$ cat src/rtl/dual_adc_capture_ctrl_if.sv
// Avalon-MM style write port toward one readout FIFO.
// The master drives the word and request; the slave stalls with waitrequest.
interface dual_adc_capture_ctrl_if;
   logic [31:0] writedata;
   logic        write;
   logic        waitrequest;

   modport master (
      output writedata,
      output write,
      input  waitrequest
   );

   modport slave (
      input  writedata,
      input  write,
      output waitrequest
   );
endinterface

$ cat src/rtl/dual_adc_capture_ctrl.sv
// Trigger-driven dual ADC capture sequencer: packs sample pairs into per-channel write queues.
// Optional TIMESTAMP_HDR_EN: prefixes each channel's frame with the trigger's cycle-count stamp.
module dual_adc_capture_ctrl #(
   parameter int LEN_W  = 16,
   parameter int QDEPTH = 2
) (
   input  logic                    clk_clk,
   input  logic                    reset_reset_n,
   input  logic                    soft_rst,
   input  logic                    arm,
   input  logic                    trig_in,
   input  logic [LEN_W-1:0]        cfg_len,
   input  logic [13:0]             adc0_data,
   input  logic [13:0]             adc1_data,
   dual_adc_capture_ctrl_if.master fifo0,
   dual_adc_capture_ctrl_if.master fifo1,
   output logic                    busy,
   output logic                    ovf,
   output logic [3:0]              frame_cnt
);

   localparam int AW = $clog2(QDEPTH);
   localparam int PW = AW + 1;

   typedef enum logic [2:0] {
      S_IDLE,
      S_ARMED,
      S_CAPTURE,
      S_DRAIN,
      S_DONE
   } state_t;

   state_t state, state_nx;

   logic             trig_q;
   logic             trig_edge;
   logic             start;
   logic [LEN_W-1:0] len_q;
   logic [LEN_W-1:0] word_cnt;
   logic             phase;
   logic [13:0]      even0;
   logic [13:0]      even1;

   logic [31:0]      q_mem [2][QDEPTH];
   logic [PW-1:0]    wr_ptr [2];
   logic [PW-1:0]    rd_ptr [2];
   logic [1:0]       empty;
   logic [1:0]       full;
   logic [1:0]       stall;
   logic [1:0]       pop;
   logic [1:0]       accept;
   logic [1:0]       drop;
   logic             push;
   logic             cap_push;
   logic [31:0]      word [2];

`ifdef TIMESTAMP_HDR_EN
   logic             hdr_push;
   logic [31:0]      ts_cnt;
   logic [31:0]      ts_q;
`endif

   assign trig_edge = trig_in & ~trig_q;

   always_comb begin
      stall = {fifo1.waitrequest, fifo0.waitrequest};
      for (int c = 0; c < 2; c++) begin
         empty[c]  = (wr_ptr[c] == rd_ptr[c]);
         full[c]   = (wr_ptr[c][AW] != rd_ptr[c][AW]) &&
                     (wr_ptr[c][AW-1:0] == rd_ptr[c][AW-1:0]);
         pop[c]    = ~empty[c] & ~stall[c];
         // a full queue still accepts when its head leaves this cycle
         accept[c] = push & (~full[c] | pop[c]);
         drop[c]   = push & full[c] & ~pop[c];
      end
   end

   always_comb begin
      state_nx = state;
      start    = 1'b0;
      unique case (state)
         S_IDLE: begin
            if (arm) state_nx = S_ARMED;
         end
         S_ARMED: begin
            if (!arm) begin
               state_nx = S_IDLE;
            end else if (trig_edge && cfg_len != '0) begin
               state_nx = S_CAPTURE;
               start    = 1'b1;
            end
         end
         S_CAPTURE: begin
            if (phase && word_cnt == len_q - LEN_W'(1))
               state_nx = S_DRAIN;
         end
         S_DRAIN: begin
            if (&empty) state_nx = S_DONE;
         end
         S_DONE: begin
            state_nx = arm ? S_ARMED : S_IDLE;
         end
         default: state_nx = S_IDLE;
      endcase
   end

   always_comb begin
      cap_push = (state == S_CAPTURE) & phase;
`ifdef TIMESTAMP_HDR_EN
      hdr_push = (state == S_CAPTURE) & ~phase & (word_cnt == '0);
      push     = cap_push | hdr_push;
      word[0]  = hdr_push ? ts_q : {frame_cnt, adc0_data, even0};
      word[1]  = hdr_push ? ts_q : {frame_cnt, adc1_data, even1};
`else
      push     = cap_push;
      word[0]  = {frame_cnt, adc0_data, even0};
      word[1]  = {frame_cnt, adc1_data, even1};
`endif
   end

   always_ff @(posedge clk_clk or negedge reset_reset_n) begin
      if (!reset_reset_n) begin
         state     <= S_IDLE;
         trig_q    <= 1'b0;
         len_q     <= '0;
         word_cnt  <= '0;
         phase     <= 1'b0;
         even0     <= '0;
         even1     <= '0;
         frame_cnt <= '0;
         ovf       <= 1'b0;
      end else if (soft_rst) begin
         state     <= S_IDLE;
         trig_q    <= 1'b0;
         len_q     <= '0;
         word_cnt  <= '0;
         phase     <= 1'b0;
         even0     <= '0;
         even1     <= '0;
         frame_cnt <= '0;
         ovf       <= 1'b0;
      end else begin
         state  <= state_nx;
         trig_q <= trig_in;
         if (start) begin
            len_q    <= cfg_len;
            word_cnt <= '0;
            phase    <= 1'b0;
         end else if (state == S_CAPTURE) begin
            phase <= ~phase;
            if (!phase) begin
               even0 <= adc0_data;
               even1 <= adc1_data;
            end else begin
               word_cnt <= word_cnt + LEN_W'(1);
            end
         end
         if (state == S_DONE) frame_cnt <= frame_cnt + 4'd1;
         if (|drop) ovf <= 1'b1;
      end
   end

`ifdef TIMESTAMP_HDR_EN
   always_ff @(posedge clk_clk or negedge reset_reset_n) begin
      if (!reset_reset_n) begin
         ts_cnt <= '0;
         ts_q   <= '0;
      end else if (soft_rst) begin
         ts_cnt <= '0;
         ts_q   <= '0;
      end else begin
         ts_cnt <= ts_cnt + 32'd1;
         if (start) ts_q <= ts_cnt;
      end
   end
`endif

   always_ff @(posedge clk_clk or negedge reset_reset_n) begin
      if (!reset_reset_n) begin
         for (int c = 0; c < 2; c++) begin
            wr_ptr[c] <= '0;
            rd_ptr[c] <= '0;
         end
      end else if (soft_rst) begin
         for (int c = 0; c < 2; c++) begin
            wr_ptr[c] <= '0;
            rd_ptr[c] <= '0;
         end
      end else begin
         for (int c = 0; c < 2; c++) begin
            if (accept[c]) wr_ptr[c] <= wr_ptr[c] + PW'(1);
            if (pop[c])    rd_ptr[c] <= rd_ptr[c] + PW'(1);
         end
      end
   end

   // storage needs no reset: emptiness is tracked by the pointers
   always_ff @(posedge clk_clk) begin
      for (int c = 0; c < 2; c++) begin
         if (accept[c]) q_mem[c][wr_ptr[c][AW-1:0]] <= word[c];
      end
   end

   assign fifo0.write     = ~empty[0];
   assign fifo1.write     = ~empty[1];
   assign fifo0.writedata = empty[0] ? '0 : q_mem[0][rd_ptr[0][AW-1:0]];
   assign fifo1.writedata = empty[1] ? '0 : q_mem[1][rd_ptr[1][AW-1:0]];

   assign busy = (state == S_CAPTURE) || (state == S_DRAIN) || (state == S_DONE);

endmodule

$ cat src/flat_wrapper.sv
// flat-port wrapper written by rule: the top's interface ports become plain ports
module dual_adc_capture_ctrl_flat 
#(
   parameter int LEN_W  = 16,
   parameter int QDEPTH = 2
)
  (clk_clk, reset_reset_n, soft_rst, arm, trig_in, cfg_len, adc0_data, adc1_data, busy, ovf, frame_cnt, fifo0_writedata, fifo0_write, fifo0_waitrequest, fifo1_writedata, fifo1_write, fifo1_waitrequest);
  dual_adc_capture_ctrl_if fifo0_i ();
  dual_adc_capture_ctrl_if fifo1_i ();
  input  logic clk_clk;
  input  logic reset_reset_n;
  input  logic soft_rst;
  input  logic arm;
  input  logic trig_in;
  input  logic [LEN_W-1:0] cfg_len;
  input  logic [13:0] adc0_data;
  input  logic [13:0] adc1_data;
  output logic busy;
  output logic ovf;
  output logic [3:0] frame_cnt;
  output wire logic [$bits(fifo0_i.writedata)-1:0] fifo0_writedata;
  output wire logic [$bits(fifo0_i.write)-1:0] fifo0_write;
  input wire logic [$bits(fifo0_i.waitrequest)-1:0] fifo0_waitrequest;
  output wire logic [$bits(fifo1_i.writedata)-1:0] fifo1_writedata;
  output wire logic [$bits(fifo1_i.write)-1:0] fifo1_write;
  input wire logic [$bits(fifo1_i.waitrequest)-1:0] fifo1_waitrequest;
  assign fifo0_writedata = fifo0_i.writedata;
  assign fifo0_write = fifo0_i.write;
  assign fifo0_i.waitrequest = fifo0_waitrequest;
  assign fifo1_writedata = fifo1_i.writedata;
  assign fifo1_write = fifo1_i.write;
  assign fifo1_i.waitrequest = fifo1_waitrequest;
  dual_adc_capture_ctrl #(.LEN_W(LEN_W), .QDEPTH(QDEPTH)) u_core (.clk_clk(clk_clk), .reset_reset_n(reset_reset_n), .soft_rst(soft_rst), .arm(arm), .trig_in(trig_in), .cfg_len(cfg_len), .adc0_data(adc0_data), .adc1_data(adc1_data), .fifo0(fifo0_i), .fifo1(fifo1_i), .busy(busy), .ovf(ovf), .frame_cnt(frame_cnt));
endmodule
$ cat config.mk
export PLATFORM = sky130hd
export DESIGN_NAME = dual_adc_capture_ctrl_flat
export DESIGN_NICKNAME = d
export VERILOG_FILES = /design/src/rtl/dual_adc_capture_ctrl_if.sv /design/src/rtl/dual_adc_capture_ctrl.sv /design/src/flat_wrapper.sv
export SDC_FILE = /design/constraint.sdc
export NUM_CORES = 1
export LEC_CHECK = 0
export ABC_AREA = 1
export BUFFER_PORTS_ARGS = -buffer_cell sky130_fd_sc_hd__buf_2
export CAP_MARGIN = 15
export CORE_ASPECT_RATIO = 0.9
export CORE_MARGIN = 1
export CORE_UTILIZATION = 35
export DETAILED_ROUTE_END_ITERATION = 7
export HOLD_SLACK_MARGIN = 0.15
export PLACE_DENSITY = 0.6
export SLEW_MARGIN = 25
export SYNTH_ARGS = -nofsm -noshare
export SYNTH_HDL_FRONTEND = slang
export SYNTH_SLANG_ARGS = --single-unit
$ cat constraint.sdc
create_clock -name clk_clk -period 9.4 [get_ports clk_clk]
set_input_delay 1.88 -clock clk_clk [delete_from_list [all_inputs] [get_ports clk_clk]]
set_output_delay 1.88 -clock clk_clk [all_outputs]
set_load 0.005 [all_outputs]
==> results of run 1 <==
[cells in the mapped netlist, drive strengths merged, types with 3 or more instances]
library cell	number	area, um^2
nand2	225	857
o21ai	57	285
buf	18	91.3
nand4	9	56.3
inv	106	400
nand3	57	300
xnor2	9	86.3
ha	3	37.5
xor2	14	130
o22ai	9	56.3
a21oi	78	390
dfrtp	78	1950
edfxtp	128	3840
nor2	78	359
clkbuf	17	63.8
nor3	11	92.6
[cell type report]
class                      instances  area [um^2]
timing repair buffer             129          678
clock buffer                      32          619
tap                              342          428
fill                            2499        14500
inverter                         106          400
multi-input combinational        559         2740
clock inverter                    10         93.8
sequential                       206         5800
[routing by layer]
metal | GRT usage (%) | vias up | wire length, um
met5 | 0 | - | 0
met4 | 3.74 | 0 | 318
met1 | 20.8 | 3034 | 9540
met3 | 2.61 | 27 | 1000
met2 | 25.9 | 155 | 9360
li1 | - | 3249 | -
[layout by cell type (no fill, tap or decap), types with 7 or more instances in the layout]
master     instances
o22ai_1            9
dfrtp_1           78
clkinv_2           7
buf_2            121
buf_4              7
inv_2             12
xor2_1            13
a21oi_1           78
inv_1             93
nor2_1            64
nand3_1           54
clkbuf_1           8
o21ai_1           12
o21ai_0           44
xnor2_1            8
nand4_1            9
nor2_2             8
edfxtp_1         128
nand2_1          222
clkbuf_16         23
[where the power goes]
part / leakage [nW] / total [mW] / switching [mW] / internal, mW
clock: 0.355 / 0.849 / 0.357 / 0.492
sequential: 2.22 / 1.06 / 0.0354 / 1.02
combinational: 2.20 / 0.281 / 0.188 / 0.0936
total: 4.78 / 2.19 / 0.580 / 1.61
[worst paths after layout]
check,startpoint,slack (ns),to
max,u_core.rd_ptr[2],5.03,fifo0_writedata[28]
min,u_core.even1[13],0.47,u_core.q_mem[0][109]
max reg2reg,u_core.rd_ptr[2],6.65,u_core.wr_ptr[3]
min reg2reg,u_core.even1[13],0.47,u_core.q_mem[0][109]
max in group asynchronous,reset_reset_n,7.00,u_core.len_q[2]
min in group asynchronous,reset_reset_n,1.21,u_core.even1[5]
[logic make-up after synthesis]
logic type | share of synthesized area, %
compound gates | 8.32
simple gates | 18.8
fa+ha+maj | 0.414
buf+inv | 6.13
flops | 63.9
xor+xnor | 2.39
[per-stage QoR]
step	std cells	hold slack (ns)	worst slack (ns)	total power, mW
after detailed placement	1341	0.457	5.50	1.36
after global placement	1341	0.447	5.50	1.35
after global routing	1384	0.476	4.83	2.29
final	1384	0.467	5.03	2.19
after CTS	1383	0.470	4.93	2.21
after floorplan	906	0.442	4.68	1.26
[state kept, by name, summed over array words and instances (netlist names)]
name / cells
u_core.state: 3
u_core.wr_ptr: 4
u_core.frame_cnt: 4
u_core.len_q: 16
u_core.phase: 1
u_core.rd_ptr: 4
u_core.trig_q: 1
u_core.even0: 14
u_core.word_cnt: 16
u_core.q_mem: 128
u_core.even1: 14
u_core.ovf: 1
[critical path, cell delays in order (launching register included)]
cell and delay, ns:
dfrtp_1 0.35, buf_4 0.26, xor2_2 0.24, nor2_4 0.71, a21oi_1 0.20, buf_2 0.20
==> metrics.md, run 1 <==
| Metric | Value |
|---|---|
| Root buffer cell | `clkbuf_16` |
| Setup bufs post-CTS | `0` |
| H-tree Lvls | `1` |
| DR pass1 iterations | `5` |
| Register area share after synthesis | `63.9%` |
| Area of the mapped netlist | `9060 um^2` |
| Crit share post-route | `46.5%` |
| Gpl congestion | `0.798` |
| Total Routing Usage GR | `15.4%` |
| Yosys reg bits | `206` |
| Worst skew pair latency | `0.51 ns` |
| DR WL/cell | `14.6 um` |
| Via count | `6465` |
| DRC viols | `0` |
| Tmin final | `4.37 ns` |
| Final Hold Fails | `0` |
| Cts hold-fix bufs | `0` |
| Sum of negative setup slack | `0 ns` |
| Routed Antenna Nets | `0` |
| Critical Path AT | `2.49 ns` |
| Vias in the first global route | `6261` |
| Num CTS Buffers | `23` |
| Die Span Y | `155 um` |
| Number of cells on the worst reg-to-reg path | `10` |
| Syn nets | `960` |
| First-pass GRT wire length | `32600 um` |
| Layout cells sized above 1 | `19.7%` |
| Grt ovf | `0` |
| Initial Util | `35.9%` |
| Synth Flop Type | `edfxtp_1` |
| Final wirelength | `20200 um` |
| Worst-case clock buffer depth | `3` |
| PostCTS Resize Cnt | `0` |
| Clock slew at reported path FFs | `0.06 ns` |
| Vias/cell | `4.67` |
| Pwr/cell area | `203 nW/um^2` |
| Initial DRC count | `462` |
| Final instance area | `10800 um^2` |
| Worst EP required | `7.52 ns` |
| Fin Clk Skew | `0.00882 ns` |
| Worst hold stages | `0` |
| CORE AREA | `25300 um^2` |
| Placed inst area | `10000 um^2` |
| Pins over their slew limit | `0` |
| Post-synth ARST share | `37.9%` |
| Critical Path Fanout Max | `36` |
| Final count of negative-setup-slack endpoints | `0` |
| Worst Hold Class | `flip-flop to flip-flop` |
| P&R area growth vs syn | `18.6%` |
| Max rail drop VDD | `143 uV` |
| N_diodes | `0` |
| I/O Buffers | `122` |
| CTS tree | `yes` |
| Post-synth EDFFs | `128` |
| Die width | `172 um` |
| # Max-Cap Violations | `0` |
| Placement row count | `55` |
| Post-Synthesis Cells | `906` |
| Syn Area/Cell | `10.0 um^2` |
| HPWL Detailed | `12900 um` |
| Unique masters post-synth | `38` |
| Largest net degree at the start of global routing | `67` |
| Leak Pwr | `4.78 nW` |
| Initial antenna violation count | `0` |
| # IOs | `123` |
| Status | `finished clean` |
| Setup crit start kind | `flip-flop` |
| Peak Freq | `229 MHz` |
| RSZ-0062 raised after global routing | `no` |
| YS warnings | `0` |
| Clock sinks | `206` |
| Die ar. | `26500 um^2` |
| Fin nets | `1079` |
| Worst Setup Path Type | `flip-flop to primary output` |
| Fin util | `42.6%` |
| Tightest Pin Transition | `0.916 ns` |
| Slew HR | `38.9%` |
| Crit end category | `primary output` |
(Power assumes the default switching activity.)
==> inputs of run 2 (changes only) <==
==> constraint.sdc (replaced) <==
create_clock -name clk_clk -period 4.1 [get_ports clk_clk]
set_input_delay 0.82 -clock clk_clk [delete_from_list [all_inputs] [get_ports clk_clk]]
set_output_delay 0.82 -clock clk_clk [all_outputs]
set_load 0.005 [all_outputs]
==> run 2 against run 1 <==
  * Count of clock-buffer cells in the layout is the same
  * Worst hold slack worse by 0.14 ns
  * Worst setup slack worse by 4.3 ns
  * Core utilization increased by 0.53 points
  * Critical endpoint is now fifo0_writedata[11]
==> metrics.md, run 2 (same netlist as run 1, synthesis figures left out) <==
| Metric | Value |
|---|---|
| Tightest Pin Transition | `0.986 ns` |
| I/O Buffers | `122` |
| Clock sinks | `206` |
| Initial DRC count | `439` |
| Clock slew at reported path FFs | `0.06 ns` |
| Initial antenna violation count | `0` |
| Fin nets | `1080` |
| Peak Freq | `300 MHz` |
| First-pass GRT wire length | `33100 um` |
| Layout cells sized above 1 | `19.8%` |
| Worst EP required | `3.28 ns` |
| Worst Hold Class | `primary input to async pin` |
| Setup bufs post-CTS | `0` |
| DR WL/cell | `14.8 um` |
| Crit end category | `primary output` |
| Grt ovf | `0` |
| Critical Path Fanout Max | `32` |
| DR pass1 iterations | `5` |
| Root buffer cell | `clkbuf_16` |
| Routed Antenna Nets | `0` |
| RSZ-0062 raised after global routing | `no` |
| Commonest non-fill, non-tap cell in the layout | `nand2_1` |
| Fin Clk Skew | `0.0136 ns` |
| Setup crit start kind | `flip-flop` |
| Num CTS Buffers | `23` |
| Seq pwr share | `45.9%` |
| Status | `finished clean` |
| Crit-path cells | `clkinv_1 > nand2_1 > a21oi_1 > buf_2` |
| Tmin final | `3.33 ns` |
| Clock share of power | `41.9%` |
| Placement row count | `55` |
| Internal power | `3.94 mW` |
| Largest net degree at the start of global routing | `73` |
| Final wirelength | `20500 um` |
| Gpl congestion | `0.814` |
| CTS tree | `yes` |
| Max reg flops | `128` |
| P&R area growth vs syn | `20.1%` |
| PostCTS Resize Cnt | `0` |
| Pins over their slew limit | `0` |
| Vias in the first global route | `6381` |
| Critical path buffers and inverters | `2` |
| Total area of sequential cells | `5800 um^2` |
| Die ar. | `26500 um^2` |
| Sw Pwr | `1.34 mW` |
| DRC viols | `0` |
| Final Hold Fails | `0` |
| Die Span Y | `155 um` |
| Pwr/cell area | `485 nW/um^2` |
| HPWL Detailed | `13200 um` |
| Total Routing Usage GR | `15.7%` |
| Crit path largest cell delay | `0.84 ns` |
| Worst skew pair latency | `0.52 ns` |
| Die width | `172 um` |
| N_diodes | `0` |
| # Max-Cap Violations | `0` |
| # IOs | `123` |
| Worst-case clock buffer depth | `3` |
| Final count of negative-setup-slack endpoints | `0` |
| Via count | `6561` |
| Final Power | `5.28 mW` |
| Worst Setup Path Type | `flip-flop to primary output` |
| Multi-input logic area | `2740 um^2` |
| Combinational power share | `12.2%` |
| Net Sw Frac | `25.4%` |
| Crit share post-route | `81.2%` |
| Crit path max-delay family | `buffers and inverters` |
| Vias/cell | `4.74` |
| Initial Util | `35.9%` |
| CP max-delay cell | `clkinv_1` |
| Max rail drop VDD | `269 uV` |
| Critical Path AT | `2.51 ns` |
| CORE AREA | `25300 um^2` |
| Slew HR | `33.9%` |
| Commonest non-fill, non-tap cells in the layout | `nand2_1, edfxtp_1, buf_2, inv_1` |
| Leak Pwr | `4.84 nW` |
| Sum of negative setup slack | `0 ns` |
| H-tree Lvls | `1` |
| Cts hold-fix bufs | `0` |
| Fill count | `2455` |
[run 2: path summary, 6_finish.rpt]
kind / start / endpoint / slack, ns / cells past startpoint
setup reg to reg: u_core.rd_ptr[2] / u_core.q_mem[0][52] / 1.31 / 6
max in group asynchronous: reset_reset_n / u_core.even1[7] / 3.14 / 2
min in group clk_clk: u_core.even1[7] / u_core.q_mem[0][103] / 0.46 / 0
setup / recovery: u_core.rd_ptr[2] / fifo0_writedata[11] / 0.77 / 4
hold / removal: reset_reset_n / u_core.even1[4] / 0.32 / 1
hold reg to reg: u_core.even1[7] / u_core.q_mem[0][103] / 0.46 / 0
[run 2: final cells by class]
type                            instances  area share (%)
Timing Repair Buffer                  130            6.40
Tap cell                              342            3.93
Inverter                              106            3.68
Clock buffer                           32            6.06
Sequential cell                       206            53.2
Multi-Input combinational cell        559            25.1
Clock inverter                         10            1.54
[run 2: metal layers]
metal / GRT usage, % / vias to the layer above / part of all wire, % / wire length (um)
li1: - / 3250 / - / -
met1: 21.1 / 3134 / 47 / 9620
met2: 26.2 / 146 / 47 / 9620
met3: 2.28 / 31 / 4.5 / 914
met4: 4.51 / 0 / 1.8 / 376
met5: 0 / - / 0 / 0
[run 2: power by group through the flow]
stage | Clock (mW) | Sequential [mW] | Combinational [mW]
2_1_floorplan | 0 | 2.44 | 0.451
5_1_grt | 2.34 | 2.44 | 0.754
3_3_place_gp | 0 | 2.46 | 0.643
4_1_cts | 2.26 | 2.42 | 0.655
6_report | 2.21 | 2.42 | 0.647
3_5_place_dp | 0 | 2.47 | 0.651
[run 2: per-stage QoR]
step	worst slack (ns)	hold WS [ns]	instances	utilization, %	cell area [um^2]
final	0.769	0.323	1385	43.1	10900
after detailed placement	1.25	0.454	1342	39.7	10000
after global routing	0.483	0.374	1385	43.1	10900
after floorplan	0.434	0.442	906	-	9060
after CTS	0.893	0.454	1384	43.0	10900
after global placement	1.38	0.448	1342	39.7	10000
==> inputs of run 3 (changes only) <==
--- a/config.mk
+++ b/config.mk
@@ -5,7 +5,7 @@
 export SDC_FILE = /design/constraint.sdc
 export NUM_CORES = 1
 export LEC_CHECK = 0
-export ABC_AREA = 1
+export ABC_AREA = 0
 export BUFFER_PORTS_ARGS = -buffer_cell sky130_fd_sc_hd__buf_2
 export CAP_MARGIN = 15
 export CORE_ASPECT_RATIO = 0.9
@@ -13,7 +13,7 @@
 export CORE_UTILIZATION = 35
 export DETAILED_ROUTE_END_ITERATION = 7
 export HOLD_SLACK_MARGIN = 0.15
-export PLACE_DENSITY = 0.6
+export PLACE_DENSITY = 0.62
 export SLEW_MARGIN = 25
 export SYNTH_ARGS = -nofsm -noshare
 export SYNTH_HDL_FRONTEND = slang
==> constraint.sdc (replaced) <==
create_clock -name clk_clk -period 3 [get_ports clk_clk]
set_input_delay 0.6 -clock clk_clk [delete_from_list [all_inputs] [get_ports clk_clk]]
set_output_delay 0.6 -clock clk_clk [all_outputs]
set_load 0.005 [all_outputs]
==> run 3 against run 2 <==
  * Worst setup slack worse by 0.45 ns
  * Count of clock-buffer cells in the layout is 1 lower
  * Via count decreased by 17%
  * Critical path depth rose by 1
  * Synthesized cell count is 28% lower
  * Final cell count is 20% lower
  * Sequential share of layout area rose by 2.0 points
==> metrics.md, run 3 <==
| Metric | Value |
|---|---|
| Layout cells sized above 1 | `23.9%` |
| Post-Synthesis Cells | `651` |
| Crit end category | `primary output` |
| Worst Setup Path Type | `flip-flop to primary output` |
| Vias/cell | `4.93` |
| Worst-case clock buffer depth | `3` |
| Root buffer cell | `clkbuf_16` |
| Initial antenna violation count | `0` |
| Grt ovf | `0` |
| Slew HR | `42.1%` |
| Commonest non-fill, non-tap cell in the layout | `edfxtp_1` |
| Cts hold-fix bufs | `1` |
| Tmin final | `2.68 ns` |
| H-tree Lvls | `1` |
| Crit-path cells | `xnor2_1 > nor2b_4 > buf_4 > nor2_1 > buf_2` |
| Worst skew pair latency | `0.52 ns` |
| Clock slew at reported path FFs | `0.06 ns` |
| Syn Area/Cell | `13.4 um^2` |
| First-pass GRT wire length | `28600 um` |
| I/O Buffers | `122` |
| Crit path largest cell delay | `0.44 ns` |
| Unique masters post-synth | `53` |
| # Max-Cap Violations | `0` |
| Num CTS Buffers | `23` |
| DRC viols | `0` |
| Initial Util | `35.7%` |
| Max reg flops | `128` |
| Total Routing Usage GR | `14.3%` |
| Max rail drop VDD | `414 uV` |
| Routed Antenna Nets | `0` |
| Synth area leaders | `edfxtp_1, dfrtp_1, mux2i_1` |
| CTS tree | `yes` |
| Die ar. | `25500 um^2` |
| Commonest non-fill, non-tap cells in the layout | `edfxtp_1, nor2_1, buf_2, mux2i_1, dfrtp_1` |
| Critical Path AT | `2.08 ns` |
| WHS Endpoint | `u_core.q_mem[0][19]` |
| Placement row count | `54` |
| HPWL Detailed | `11600 um` |
| Final Hold Fails | `0` |
| DR pass1 iterations | `4` |
| Initial DRC count | `356` |
| Post-synth ARST share | `37.9%` |
| Fill count | `2238` |
| Fin util | `43.2%` |
| Total area of sequential cells | `5800 um^2` |
| PostCTS Resize Cnt | `0` |
| Vias in the first global route | `5133` |
| Yosys reg bits | `206` |
| DR WL/cell | `16.4 um` |
| Reg2Reg Setup Slack | `0.67 ns` |
| Clock sinks | `206` |
| P&R area growth vs syn | `20.8%` |
| Share of the synthesized area in the top cell type | `44.2%` |
| Final instance area | `10500 um^2` |
| Worst Hold Class | `primary input to flip-flop` |
| Fin nets | `832` |
| Most frequent cells after synthesis | `edfxtp_1, nor2_1, mux2i_1, dfrtp_1, clkbuf_1` |
| Setup bufs post-CTS | `0` |
| Die Span Y | `152 um` |
| Gpl congestion | `0.801` |
| Pwr/cell area | `565 nW/um^2` |
| Leading area contributor after synthesis | `edfxtp_1` |
| Via count | `5431` |
| Crit share post-route | `89.4%` |
| Fin Clk Skew | `0.0157 ns` |
| Register area share after synthesis | `66.7%` |
| Critical Path Fanout Max | `15` |
| Worst hold stages | `1` |
| Worst EP required | `2.40 ns` |
| # IOs | `123` |
| Largest net degree at the start of global routing | `38` |
| CP max-delay cell | `nor2b_4` |
| Sum of negative setup slack | `0 ns` |
| RSZ-0062 raised after global routing | `no` |
| Worst min-delay path startpoint | `adc0_data[5]` |
| Post-synth EDFFs | `128` |
| Placed inst area | `9750 um^2` |
| Final wirelength | `18100 um` |
| Tightest Pin Transition | `0.867 ns` |
| Status | `finished clean` |
| Peak Freq | `373 MHz` |
| Final count of negative-setup-slack endpoints | `0` |
| YS warnings | `0` |
| Pins over their slew limit | `0` |
| Multi-input logic area | `2770 um^2` |
| CORE AREA | `24300 um^2` |
| Final Power | `5.93 mW` |
| Area of the mapped netlist | `8690 um^2` |
| Reg2reg start | `u_core.len_q[0]` |
| Setup crit start kind | `flip-flop` |
| Leak Pwr | `4.19 nW` |
| N_diodes | `0` |
| Die width | `168 um` |
| Worst reg2reg path endpoint | `u_core.state[0]` |
| Synth Flop Type | `edfxtp_1` |
| Number of cells on the worst reg-to-reg path | `5` |
| Syn nets | `705` |
run 3: logic make-up after synthesis:
logic type                 count (synthesis)  synth area share (%)
and+or+nand+nor                          208                  11.3
muxes                                     85                  9.79
adders and majority gates                  3                 0.432
xor gates and xnor gates                  46                  4.63
DFF                                      206                  66.7
buffers and inverters                     45                  2.04
AOI/OAI and AO/OA                         58                  5.15
run 3: how the worst max path moves through the flow:
stage | slack (ns) | start | cells after the start | to
CTS | 0.29 | u_core.wr_ptr[0] | 5 | fifo1_writedata[8]
global placement | 0.73 | u_core.len_q[0] | 5 | u_core.state[0]
finish | 0.32 | u_core.wr_ptr[0] | 5 | fifo1_writedata[8]
floorplan | 0.31 | u_core.state[0] | 5 | u_core.q_mem[0][32]
global route | 0.18 | u_core.wr_ptr[2] | 6 | fifo0_writedata[30]
detailed placement | 0.70 | u_core.len_q[0] | 5 | u_core.state[0]
run 3: final cells by class:
type	count	share of cell area (%)
flip-flops and latches	206	55.2
clock inverters	10	0.965
well taps	308	3.67
inverters	9	0.322
multi-input cells	400	26.4
clock buffers	31	6.05
repair buffers	138	7.36
run 3: power by group:
group | total, mW | switching [mW] | leakage, nW | internal, mW
registers | 3.03 | 0.0138 | 2.27 | 3.02
logic | 0.193 | 0.119 | 1.56 | 0.0740
clock network | 2.71 | 1.12 | 0.357 | 1.59
total | 5.93 | 1.25 | 4.19 | 4.68
run 3: through the flow:
stage / hold slack (ns) / setup slack, ns / instances
finish: 0.289 / 0.318 / 1102
global route: 0.270 / 0.183 / 1102
CTS: 0.268 / 0.290 / 1102
detailed placement: 0.453 / 0.699 / 1060
global placement: 0.445 / 0.732 / 1060
floorplan: 0.304 / 0.306 / 651
run 3: metal layers:
layer / wire (um) / share of wire, % / global-route usage (%) / vias up
li1: - / - / - / 2620
met1: 8530 / 47 / 20.0 / 2643
met2: 8410 / 46 / 23.0 / 142
met3: 801 / 4.4 / 2.49 / 26
met4: 345 / 1.9 / 4.00 / 0
met5: 0 / 0 / 0 / -
run 3: worst max-delay path, delay by kind of cell (launching register included):
family	cells	cell delay [ns]
buffers and inverters	2	0.42
DFF	1	0.43
xor gates and xnor gates	1	0.23
and+or+nand+nor	2	0.51
